<file path="src/rtl/zsdram_wr_responder_if.sv">
// Request/burst handshake bundle between the draw-path SDRAM glue, the write
// responder and the SDRAM controller core.
interface zsdram_wr_responder_if;
  logic        iSDRAM_Wr_Req;
  logic [23:0] iSDRAM_Wr_Addr;
  logic [15:0] iSDRAM_Wr_Data1;
  logic [15:0] iSDRAM_Wr_Data2;
  logic [15:0] iSDRAM_Wr_Data3;
  logic [15:0] iSDRAM_Wr_Data4;
  logic        oSDRAM_Wr_Done;
  logic        oBurst_Req;
  logic        iBurst_Ack;
  logic [23:0] oBurst_Addr;
  logic        iBurst_Data_Req;
  logic [15:0] oBurst_Data;
  logic        iBurst_Done;
  logic        oBusy;
  logic [15:0] oWr_Count;
  logic        oErr;

  modport slave (
    input  iSDRAM_Wr_Req, iSDRAM_Wr_Addr,
    input  iSDRAM_Wr_Data1, iSDRAM_Wr_Data2, iSDRAM_Wr_Data3, iSDRAM_Wr_Data4,
    input  iBurst_Ack, iBurst_Data_Req, iBurst_Done,
    output oSDRAM_Wr_Done, oBurst_Req, oBurst_Addr, oBurst_Data,
    output oBusy, oWr_Count, oErr
  );

  modport master (
    output iSDRAM_Wr_Req, iSDRAM_Wr_Addr,
    output iSDRAM_Wr_Data1, iSDRAM_Wr_Data2, iSDRAM_Wr_Data3, iSDRAM_Wr_Data4,
    output iBurst_Ack, iBurst_Data_Req, iBurst_Done,
    input  oSDRAM_Wr_Done, oBurst_Req, oBurst_Addr, oBurst_Data,
    input  oBusy, oWr_Count, oErr
  );
endinterface

</file>
<file path="src/rtl/zsdram_wr_responder.sv">
// Converts one 4-word write request into a single 4-beat SDRAM burst and returns
// a one-cycle done pulse. Optional burst watchdog: ZSDRAM_WR_TIMEOUT_EN.
module zsdram_wr_responder #(
  parameter int unsigned TIMEOUT_CYCLES = 1024
) (
  input  logic                  clk,
  input  logic                  rst_n,
  input  logic                  en,
  zsdram_wr_responder_if.slave  bus
);

  typedef enum logic [2:0] {IDLE, CMD, DATA, WAIT_DONE, ACK, RELEASE} state_e;

  state_e      state_q, state_d;
  logic [1:0]  beat_q, beat_d;
  logic [15:0] word_q [4];
  logic [15:0] word_d [4];
  logic [23:0] addr_q, addr_d;
  logic        req_q, req_d;
  logic        done_q, done_d;
  logic        busy_q, busy_d;
  logic [15:0] cnt_q, cnt_d;
  logic        err_q, err_d;
  logic        timeout;

`ifdef ZSDRAM_WR_TIMEOUT_EN
  localparam int unsigned WDW = $clog2(TIMEOUT_CYCLES + 1);
  logic [WDW-1:0] wd_q, wd_d;
  logic           in_flight;

  assign in_flight = (state_q == CMD) || (state_q == DATA) || (state_q == WAIT_DONE);
  assign timeout   = en && in_flight && (wd_q == WDW'(TIMEOUT_CYCLES - 1));

  always_comb begin
    wd_d = wd_q;
    if (state_q == IDLE)
      wd_d = '0;
    else if (en && in_flight)
      wd_d = wd_q + 1'b1;
  end

  always_ff @(posedge clk) begin
    if (!rst_n) wd_q <= '0;
    else        wd_q <= wd_d;
  end
`else
  assign timeout = 1'b0;
`endif

  always_comb begin
    state_d = state_q;
    beat_d  = beat_q;
    word_d  = word_q;
    addr_d  = addr_q;
    req_d   = 1'b0;
    cnt_d   = cnt_q;
    err_d   = err_q;

    case (state_q)
      IDLE: begin
        if (bus.iSDRAM_Wr_Req) begin
          word_d[0] = bus.iSDRAM_Wr_Data1;
          word_d[1] = bus.iSDRAM_Wr_Data2;
          word_d[2] = bus.iSDRAM_Wr_Data3;
          word_d[3] = bus.iSDRAM_Wr_Data4;
          addr_d    = {bus.iSDRAM_Wr_Addr[23:2], 2'b00};
          if (bus.iSDRAM_Wr_Addr[1:0] != 2'b00) err_d = 1'b1;
          state_d   = CMD;
        end
      end
      CMD: begin
        // Ack only counts once the registered request is actually visible.
        if (req_q && bus.iBurst_Ack) begin
          state_d = DATA;
          beat_d  = '0;
        end else begin
          req_d = 1'b1;
        end
      end
      DATA: begin
        if (bus.iBurst_Data_Req) begin
          beat_d = beat_q + 2'd1;
          if (beat_q == 2'd3) state_d = WAIT_DONE;
        end
        if (bus.iBurst_Done) begin
          state_d = ACK;
          if (!(bus.iBurst_Data_Req && beat_q == 2'd3)) err_d = 1'b1;
        end
      end
      WAIT_DONE: if (bus.iBurst_Done) state_d = ACK;
      ACK:       state_d = RELEASE;
      RELEASE:   if (!bus.iSDRAM_Wr_Req) state_d = IDLE;
      default:   state_d = IDLE;
    endcase

    if (timeout) begin
      state_d = ACK;
      err_d   = 1'b1;
      req_d   = 1'b0;
    end

    if (state_d == ACK) cnt_d = cnt_q + 16'd1;
    done_d = (state_d == ACK);
    busy_d = (state_d != IDLE);

    if (!en) begin
      state_d = IDLE;
      req_d   = 1'b0;
      done_d  = 1'b0;
      busy_d  = 1'b0;
      addr_d  = '0;
      cnt_d   = cnt_q;
      err_d   = err_q;
    end
  end

  always_ff @(posedge clk) begin
    if (!rst_n) begin
      state_q <= IDLE;
      beat_q  <= '0;
      word_q  <= '{default: '0};
      addr_q  <= '0;
      req_q   <= 1'b0;
      done_q  <= 1'b0;
      busy_q  <= 1'b0;
      cnt_q   <= '0;
      err_q   <= 1'b0;
    end else begin
      state_q <= state_d;
      beat_q  <= beat_d;
      word_q  <= word_d;
      addr_q  <= addr_d;
      req_q   <= req_d;
      done_q  <= done_d;
      busy_q  <= busy_d;
      cnt_q   <= cnt_d;
      err_q   <= err_d;
    end
  end

  assign bus.oSDRAM_Wr_Done = done_q;
  assign bus.oBurst_Req     = req_q;
  assign bus.oBurst_Addr    = addr_q;
  assign bus.oBurst_Data    = (state_q == DATA) ? word_q[beat_q] : '0;
  assign bus.oBusy          = busy_q;
  assign bus.oWr_Count      = cnt_q;
  assign bus.oErr           = err_q;

endmodule

</file>
<file path="src/flat_wrapper.sv">
// flat-port wrapper written by rule: the top's interface ports become plain ports
module zsdram_wr_responder_flat 
#(
  parameter int unsigned TIMEOUT_CYCLES = 1024
)
  (clk, rst_n, en, bus_iSDRAM_Wr_Req, bus_iSDRAM_Wr_Addr, bus_iSDRAM_Wr_Data1, bus_iSDRAM_Wr_Data2, bus_iSDRAM_Wr_Data3, bus_iSDRAM_Wr_Data4, bus_iBurst_Ack, bus_iBurst_Data_Req, bus_iBurst_Done, bus_oSDRAM_Wr_Done, bus_oBurst_Req, bus_oBurst_Addr, bus_oBurst_Data, bus_oBusy, bus_oWr_Count, bus_oErr);
  zsdram_wr_responder_if bus_i ();
  input  logic clk;
  input  logic rst_n;
  input  logic en;
  input wire logic [$bits(bus_i.iSDRAM_Wr_Req)-1:0] bus_iSDRAM_Wr_Req;
  input wire logic [$bits(bus_i.iSDRAM_Wr_Addr)-1:0] bus_iSDRAM_Wr_Addr;
  input wire logic [$bits(bus_i.iSDRAM_Wr_Data1)-1:0] bus_iSDRAM_Wr_Data1;
  input wire logic [$bits(bus_i.iSDRAM_Wr_Data2)-1:0] bus_iSDRAM_Wr_Data2;
  input wire logic [$bits(bus_i.iSDRAM_Wr_Data3)-1:0] bus_iSDRAM_Wr_Data3;
  input wire logic [$bits(bus_i.iSDRAM_Wr_Data4)-1:0] bus_iSDRAM_Wr_Data4;
  input wire logic [$bits(bus_i.iBurst_Ack)-1:0] bus_iBurst_Ack;
  input wire logic [$bits(bus_i.iBurst_Data_Req)-1:0] bus_iBurst_Data_Req;
  input wire logic [$bits(bus_i.iBurst_Done)-1:0] bus_iBurst_Done;
  output wire logic [$bits(bus_i.oSDRAM_Wr_Done)-1:0] bus_oSDRAM_Wr_Done;
  output wire logic [$bits(bus_i.oBurst_Req)-1:0] bus_oBurst_Req;
  output wire logic [$bits(bus_i.oBurst_Addr)-1:0] bus_oBurst_Addr;
  output wire logic [$bits(bus_i.oBurst_Data)-1:0] bus_oBurst_Data;
  output wire logic [$bits(bus_i.oBusy)-1:0] bus_oBusy;
  output wire logic [$bits(bus_i.oWr_Count)-1:0] bus_oWr_Count;
  output wire logic [$bits(bus_i.oErr)-1:0] bus_oErr;
  assign bus_i.iSDRAM_Wr_Req = bus_iSDRAM_Wr_Req;
  assign bus_i.iSDRAM_Wr_Addr = bus_iSDRAM_Wr_Addr;
  assign bus_i.iSDRAM_Wr_Data1 = bus_iSDRAM_Wr_Data1;
  assign bus_i.iSDRAM_Wr_Data2 = bus_iSDRAM_Wr_Data2;
  assign bus_i.iSDRAM_Wr_Data3 = bus_iSDRAM_Wr_Data3;
  assign bus_i.iSDRAM_Wr_Data4 = bus_iSDRAM_Wr_Data4;
  assign bus_i.iBurst_Ack = bus_iBurst_Ack;
  assign bus_i.iBurst_Data_Req = bus_iBurst_Data_Req;
  assign bus_i.iBurst_Done = bus_iBurst_Done;
  assign bus_oSDRAM_Wr_Done = bus_i.oSDRAM_Wr_Done;
  assign bus_oBurst_Req = bus_i.oBurst_Req;
  assign bus_oBurst_Addr = bus_i.oBurst_Addr;
  assign bus_oBurst_Data = bus_i.oBurst_Data;
  assign bus_oBusy = bus_i.oBusy;
  assign bus_oWr_Count = bus_i.oWr_Count;
  assign bus_oErr = bus_i.oErr;
  zsdram_wr_responder #(.TIMEOUT_CYCLES(TIMEOUT_CYCLES)) u_core (.clk(clk), .rst_n(rst_n), .en(en), .bus(bus_i));
endmodule
</file>
<file path="config.mk">
export PLATFORM = sky130hd
export DESIGN_NAME = zsdram_wr_responder_flat
export DESIGN_NICKNAME = d
export VERILOG_FILES = /design/src/rtl/zsdram_wr_responder_if.sv /design/src/rtl/zsdram_wr_responder.sv /design/src/flat_wrapper.sv
export SDC_FILE = /design/constraint.sdc
export NUM_CORES = 1
export LEC_CHECK = 0
export ABC_AREA = 1
export CAP_MARGIN = 15
export CORE_ASPECT_RATIO = 0.5
export CORE_MARGIN = 2
export CORE_UTILIZATION = 51
export CTS_BUF_LIST = sky130_fd_sc_hd__clkbuf_4 sky130_fd_sc_hd__clkbuf_8
export CTS_CLUSTER_DIAMETER = 80
export DETAILED_ROUTE_END_ITERATION = 8
export PLACE_DENSITY = 0.95
export SLEW_MARGIN = 20
export SYNTH_ARGS = -nofsm -noshare
export SYNTH_HDL_FRONTEND = slang
export SYNTH_SLANG_ARGS = --single-unit
</file>
<file path="constraint.sdc">
create_clock -name clk -period 3.5 [get_ports clk]
set_input_delay 0.525 -clock clk [delete_from_list [all_inputs] [get_ports clk]]
set_output_delay 0.525 -clock clk [all_outputs]
set_load 0.005 [all_outputs]
</file>
==> metrics, run 1 <==
status=finished, final reports clean; synthesized flop and latch total=111; Seq/Total Area, Yosys=46.65%; Layout Utilization=72.56%; CP most frequent cell=a21oi_1; synth unique cells=26; R2R Path End=u_core.word_q[7]$_SDFFE_PN0P_; die area=0.01018 sq mm; latest clock arrival within the worst-skew pair=0.38 ns; worst-path fanout max=34; hold path depth=2; most common cell after layout, fill and taps aside=clkdlybuf4s50_1; fmax=311.3 MHz; Setup Skew=0.005980 ns; Hold Path Sink=u_core.word_q[21]$_SDFFE_PN0P_; Pre-Repair DR Iteration Count=6; Num CTS Buffers=9; ys async rst share=0%; CTS resizes=0; Worst Path Arrival=2.69 ns; Final HPWL DP=9446 um; first-pass GRT wire length=20710 um; leading area contributor after synthesis=dfxtp_1; clk buf depth=2; die width=140.7 um; RSZ-0062 raised after global routing=false; Iter 0 DRT Violations=418; CP Data Required Time=2.97 ns; GRT Util Overall=25.68%; synthesized area per cell=7.261 sq um; cts hold-fix bufs=0; maximum vdd ir drop=0.2388 mV; Core Box Area=0.008889 sq mm; Synth area leaders=dfxtp_1, a21oi_1, nand2_1; Die Ht=72.34 um; CP Launch Type=register; largest stage delay on the critical path=0.55 ns; initial antenna violation count=0; Antenna Nets Post-Route=0; slowest CP cell=clkdlybuf4s50_1; PwrDens=396.2 mW/mm^2; number of I/O pins=155; Top FF cell, synth=dfxtp_1; pre-CTS WS=0.7406 ns; R2R cell count=5; Slew Limit Fails=0; max_cap viols=0; H-tree lvl count=3; # rows=24; Syn Inst Count=656; post-placement cell area=0.006225 sq mm; headroom to the max-slew limit=36.68%; vias in the first global route=4383; YS warnings=0; post-route setup slack=0.2874 ns; CTS tree=yes; Final GP Congestion=0.8229; clock-pin slew on the worst setup and hold paths=0.10 ns; worst min-delay path startpoint=u_core.word_q[21]$_SDFFE_PN0P_; largest net degree at the start of global routing=87; initial cell density of the core=53.59%; fin nets=881; clock sinks=111; Hold Path Class=reg2reg; mapped cell area=0.004763 sq mm; WL/cell=14.69 um; Vias=4806; # diodes=0; most frequent cells in the layout=clkdlybuf4s50_1, nand2_1, a21oi_1; root buf cell=clkbuf_8; CP Capture Type=primary output; layout cells sized above 1=4.436%; setup slack, reg-to-reg=1.24 ns; min Tclk post-route=3.213 ns; critical-path cell list=buf_4, inv_1, a21oi_1, o21ai_0, a21oi_1, clkdlybuf4s50_1; average vias per placed instance=5.305; Final Cycle Share=91.79%; drt drc=0; Final setup viols=0; final instance area=0.006450 sq mm; global route overflow=0; Leak=2.436 nW; worst slew pin tran=0.9487 ns; total power=2.556 mW; synthesis-to-finish area growth=35.41%; fillcell total=648; number of I/O port buffers=152; critical path type=reg2out; setup bufs post-CTS=0; setup TNS=0 ns; area fraction of the dominant cell type after synthesis=46.65%; Fin. Hold Viols=0; EDFF count, synth=0; final WL=13310 um; Worst R2R Start=u_core.state_q[1]$_SDFF_PN0_
## cells by family (layout without fill, tap and decap cells)
| logic type | after synthesis | after routing | synth area share [%] |
|---|---|---|---|
| compound gates | 218 | 218 | 23.22 |
| simple gates | 215 | 215 | 18.44 |
| flops | 111 | 111 | 46.65 |
| buf+inv | 107 | 239 | 10.72 |
| fa+ha+maj | 2 | 2 | 0.5253 |
| xor+xnor | 2 | 2 | 0.3678 |
| other cells | 1 | 2 | 0.07873 |
## worst max-delay path by stage
stage	end	slack, ns	startpoint
after floorplan	bus_oBurst_Data[10]	1.83	u_core.beat_q[1]$_SDFFE_PN0P_
after CTS	bus_oBurst_Data[0]	0.31	u_core.beat_q[0]$_SDFFE_PN0P_
after global placement	bus_oBurst_Data[14]	0.87	u_core.beat_q[0]$_SDFFE_PN0P_
final	bus_oBurst_Data[0]	0.29	u_core.beat_q[0]$_SDFFE_PN0P_
after global routing	bus_oBurst_Data[15]	0.12	u_core.beat_q[0]$_SDFFE_PN0P_
after detailed placement	bus_oBurst_Data[0]	0.74	u_core.beat_q[0]$_SDFFE_PN0P_
## cell type report
cell class | instances | area (sq um) | area share [%]
clock buffer | 10 | 131.4 | 2.037
tap | 117 | 146.4 | 2.270
inverter | 64 | 240.2 | 3.725
clock inverter | 6 | 93.84 | 1.455
multi-input combinational | 439 | 2042 | 31.66
timing repair buffer | 159 | 1574 | 24.40
sequential | 111 | 2222 | 34.45
## state kept, by name (all words and copies together) (netlist names), 2 cells and up
| signal | cells |
|---|---|
| u_core.word_q | 64 |
| u_core.bus.oBurst_Addr | 22 |
| u_core.beat_q | 2 |
| u_core.bus.oWr_Count | 16 |
| u_core.state_q | 3 |
## worst max-delay path: cells and delay by family (launching register included)
family | cells | cell delay [ns]
AO/OA/AOI/OAI | 3 | 0.64
buffers and inverters | 3 | 1.32
flip-flops | 1 | 0.33
## cell usage after synthesis (4+ instances only)
cell type / number
a21oi_1: 141
nand2_1: 149
dfxtp_1: 111
o21ai_0: 72
buf_2: 15
nand4_1: 4
buf_6: 11
nand3_1: 19
nor2_1: 32
clkbuf_1: 15
inv_1: 60
## through the flow
step                      hold slack [ns]  std cells
final                              0.4626        906
after global routing               0.4854        906
after CTS                          0.4618        906
after detailed placement           0.4472        890
after global placement             0.4385        890
after floorplan                    0.4291        657
## layer usage
layer	GRT usage (%)	share of wire, %	wire length, um	vias to the layer above
met5	0	0	0	-
met4	10.00	2.4	319	0
met3	4.818	5.3	706	33
met2	45.96	50	6665	165
met1	31.33	42	5617	2215
li1	-	-	-	2393
## report_power, final
part           switching [mW]  total (mW)  internal [mW]
sequential             0.0245        1.35           1.32
combinational           0.181       0.351          0.170
clock                   0.439       0.856          0.416
Note: power is estimated with default switching activity, not from simulation.
==> run 2: changes to the inputs <==
SKIP_LAST_GASP = 1   (was default)
==> results of run 2 <==
The final DEF is identical to that of run 1; final timing and power are the same.
==> run 3: changes to the inputs <==
CORE_UTILIZATION = 40   (was 51)
PLACE_DENSITY = 0.82   (was 0.95)
==> run 3 against run 2 <==
  * Routed wire length rose by 6.1%
  * Non-clock buffer count fell by 2
  * Global-route usage fell by 4.5 points
  * Final area rose by 0.68%
  * Critical path depth did not move
  * Largest cell class unchanged
  * Largest power group unchanged
  * Highest routed layer unchanged
==> metrics, run 3 (same netlist as run 1, synthesis figures left out) <==
status=finished, final reports clean; PwrDens=392.4 mW/mm^2; setup bufs post-CTS=0; setup TNS=0 ns; H-tree lvl count=3; non-filler cells, final=952; Vias=4815; Setup Skew=0.007498 ns; most common cell after layout, fill and taps aside=clkdlybuf4s50_1; Core Box Area=0.01170 sq mm; Die Ht=81.17 um; fmax=325.7 MHz; Num CTS Buffers=9; Reg with most FFs=u_core.word_q; final WL=14120 um; max reg flops=64; first-pass GRT wire length=20840 um; GRT Util Overall=21.19%; global route overflow=0; Final setup viols=0; Fin. Hold Viols=0; headroom to the max-slew limit=27.50%; die width=158.3 um; synthesis-to-finish area growth=36.33%; # diodes=0; CP Launch Type=register; number of I/O pins=155; largest net degree at the start of global routing=120; die area=0.01285 sq mm; Antenna Nets Post-Route=0; critical path type=reg2out; WL/cell=14.84 um; clock sinks=111; CP Capture Type=primary output; drt drc=0; placed insts=936; number of I/O port buffers=152; min Tclk post-route=3.070 ns; vias in the first global route=4215; Pre-Repair DR Iteration Count=5; hold path depth=2; clock-pin slew on the worst setup and hold paths=0.10 ns; Hold Path Class=reg2reg; # rows=28; Iter 0 DRT Violations=456; latest clock arrival within the worst-skew pair=0.37 ns; Worst Path Arrival=2.55 ns; worst-path fanout max=34; fin nets=879; clk buf depth=2; Min Hold Slack=0.4607 ns; Final GP Congestion=0.9635; R2R cell count=5; worst slew pin tran=1.088 ns; initial antenna violation count=0; CTS tree=yes; average vias per placed instance=5.058; maximum vdd ir drop=0.2598 mV; most frequent cells in the layout=clkdlybuf4s50_1, nand2_1, a21oi_1; Final HPWL DP=10270 um; fillcell total=1079; initial cell density of the core=40.71%; RSZ-0062 raised after global routing=false; root buf cell=clkbuf_8; Slew Limit Fails=0; Leak=2.426 nW; total power=2.548 mW; CP Data Required Time=2.97 ns; Final Cycle Share=87.71%; max_cap viols=0; layout cells sized above 1=4.447%
-- run 3: cell types whose count changed in the layout (fill, tap and decap cells not counted), sizes merged --
| cell | before | now |
|---|---|---|
| buf | 7 | 5 |
| clkinvlp | 1 | 2 |
| clkbuf | 10 | 9 |
-- run 3: worst paths after layout --
check / start / end / slack [ns]
setup reg to reg: u_core.state_q[0]$_SDFF_PN0_ / u_core.word_q[16]$_SDFFE_PN0P_ / 1.54
hold / removal: u_core.word_q[34]$_SDFFE_PN0P_ / u_core.word_q[34]$_SDFFE_PN0P_ / 0.46
setup / recovery: u_core.beat_q[0]$_SDFFE_PN0P_ / bus_oBurst_Data[10] / 0.43
hold reg to reg: u_core.word_q[34]$_SDFFE_PN0P_ / u_core.word_q[34]$_SDFFE_PN0P_ / 0.46
-- run 3: layout make-up --
class / count / area [sq um] / area share (%)
inverters: 64 / 244.0 / 3.757
multi-input cells: 439 / 2042 / 31.45
flip-flops and latches: 111 / 2223 / 34.24
clock buffers: 9 / 123.9 / 1.908
well taps: 165 / 206.4 / 3.179
clock inverters: 7 / 95.09 / 1.464
repair buffers: 157 / 1559 / 24.01
-- run 3: layer usage --
layer  track usage [%]  share of wire [%]
met4             9.459                3.7
met5                 0                  0
met1             24.24                 41
met3             5.336                5.4
met2             38.04                 50
-- run 3: stage by stage --
stage | utilization (%) | instance area [sq um] | setup slack (ns)
final | 55.50 | 6494 | 0.4300
after global routing | 55.50 | 6494 | 0.1525
after CTS | 55.45 | 6489 | 0.1653
after detailed placement | 53.58 | 6270 | 0.5951
after global placement | 53.58 | 6270 | 0.7138
after floorplan | - | 4767 | 1.831
-- run 3: timing repair --
item	4_1_cts	5_1_grt
gates resized for setup	0	2
hold buffers	0	0
endpoints found under the setup margin	0	11
-- run 3: where the power goes --
| group | total, mW | switching, mW | internal, mW | leakage [nW] |
|---|---|---|---|---|
| logic | 0.349 | 0.181 | 0.169 | 1.41 |
| registers | 1.36 | 0.0317 | 1.32 | 0.911 |
| clock network | 0.842 | 0.438 | 0.404 | 0.110 |
| total | 2.55 | 0.650 | 1.90 | 2.43 |
-- run 3: worst max-delay path, cell delays in order (launching register included) --
cell,delay (ns)
dfxtp_1,0.32
buf_4,0.29
inv_1,0.44
a21oi_1,0.27
o21ai_0,0.12
a21oi_1,0.19
clkdlybuf4s50_1,0.54
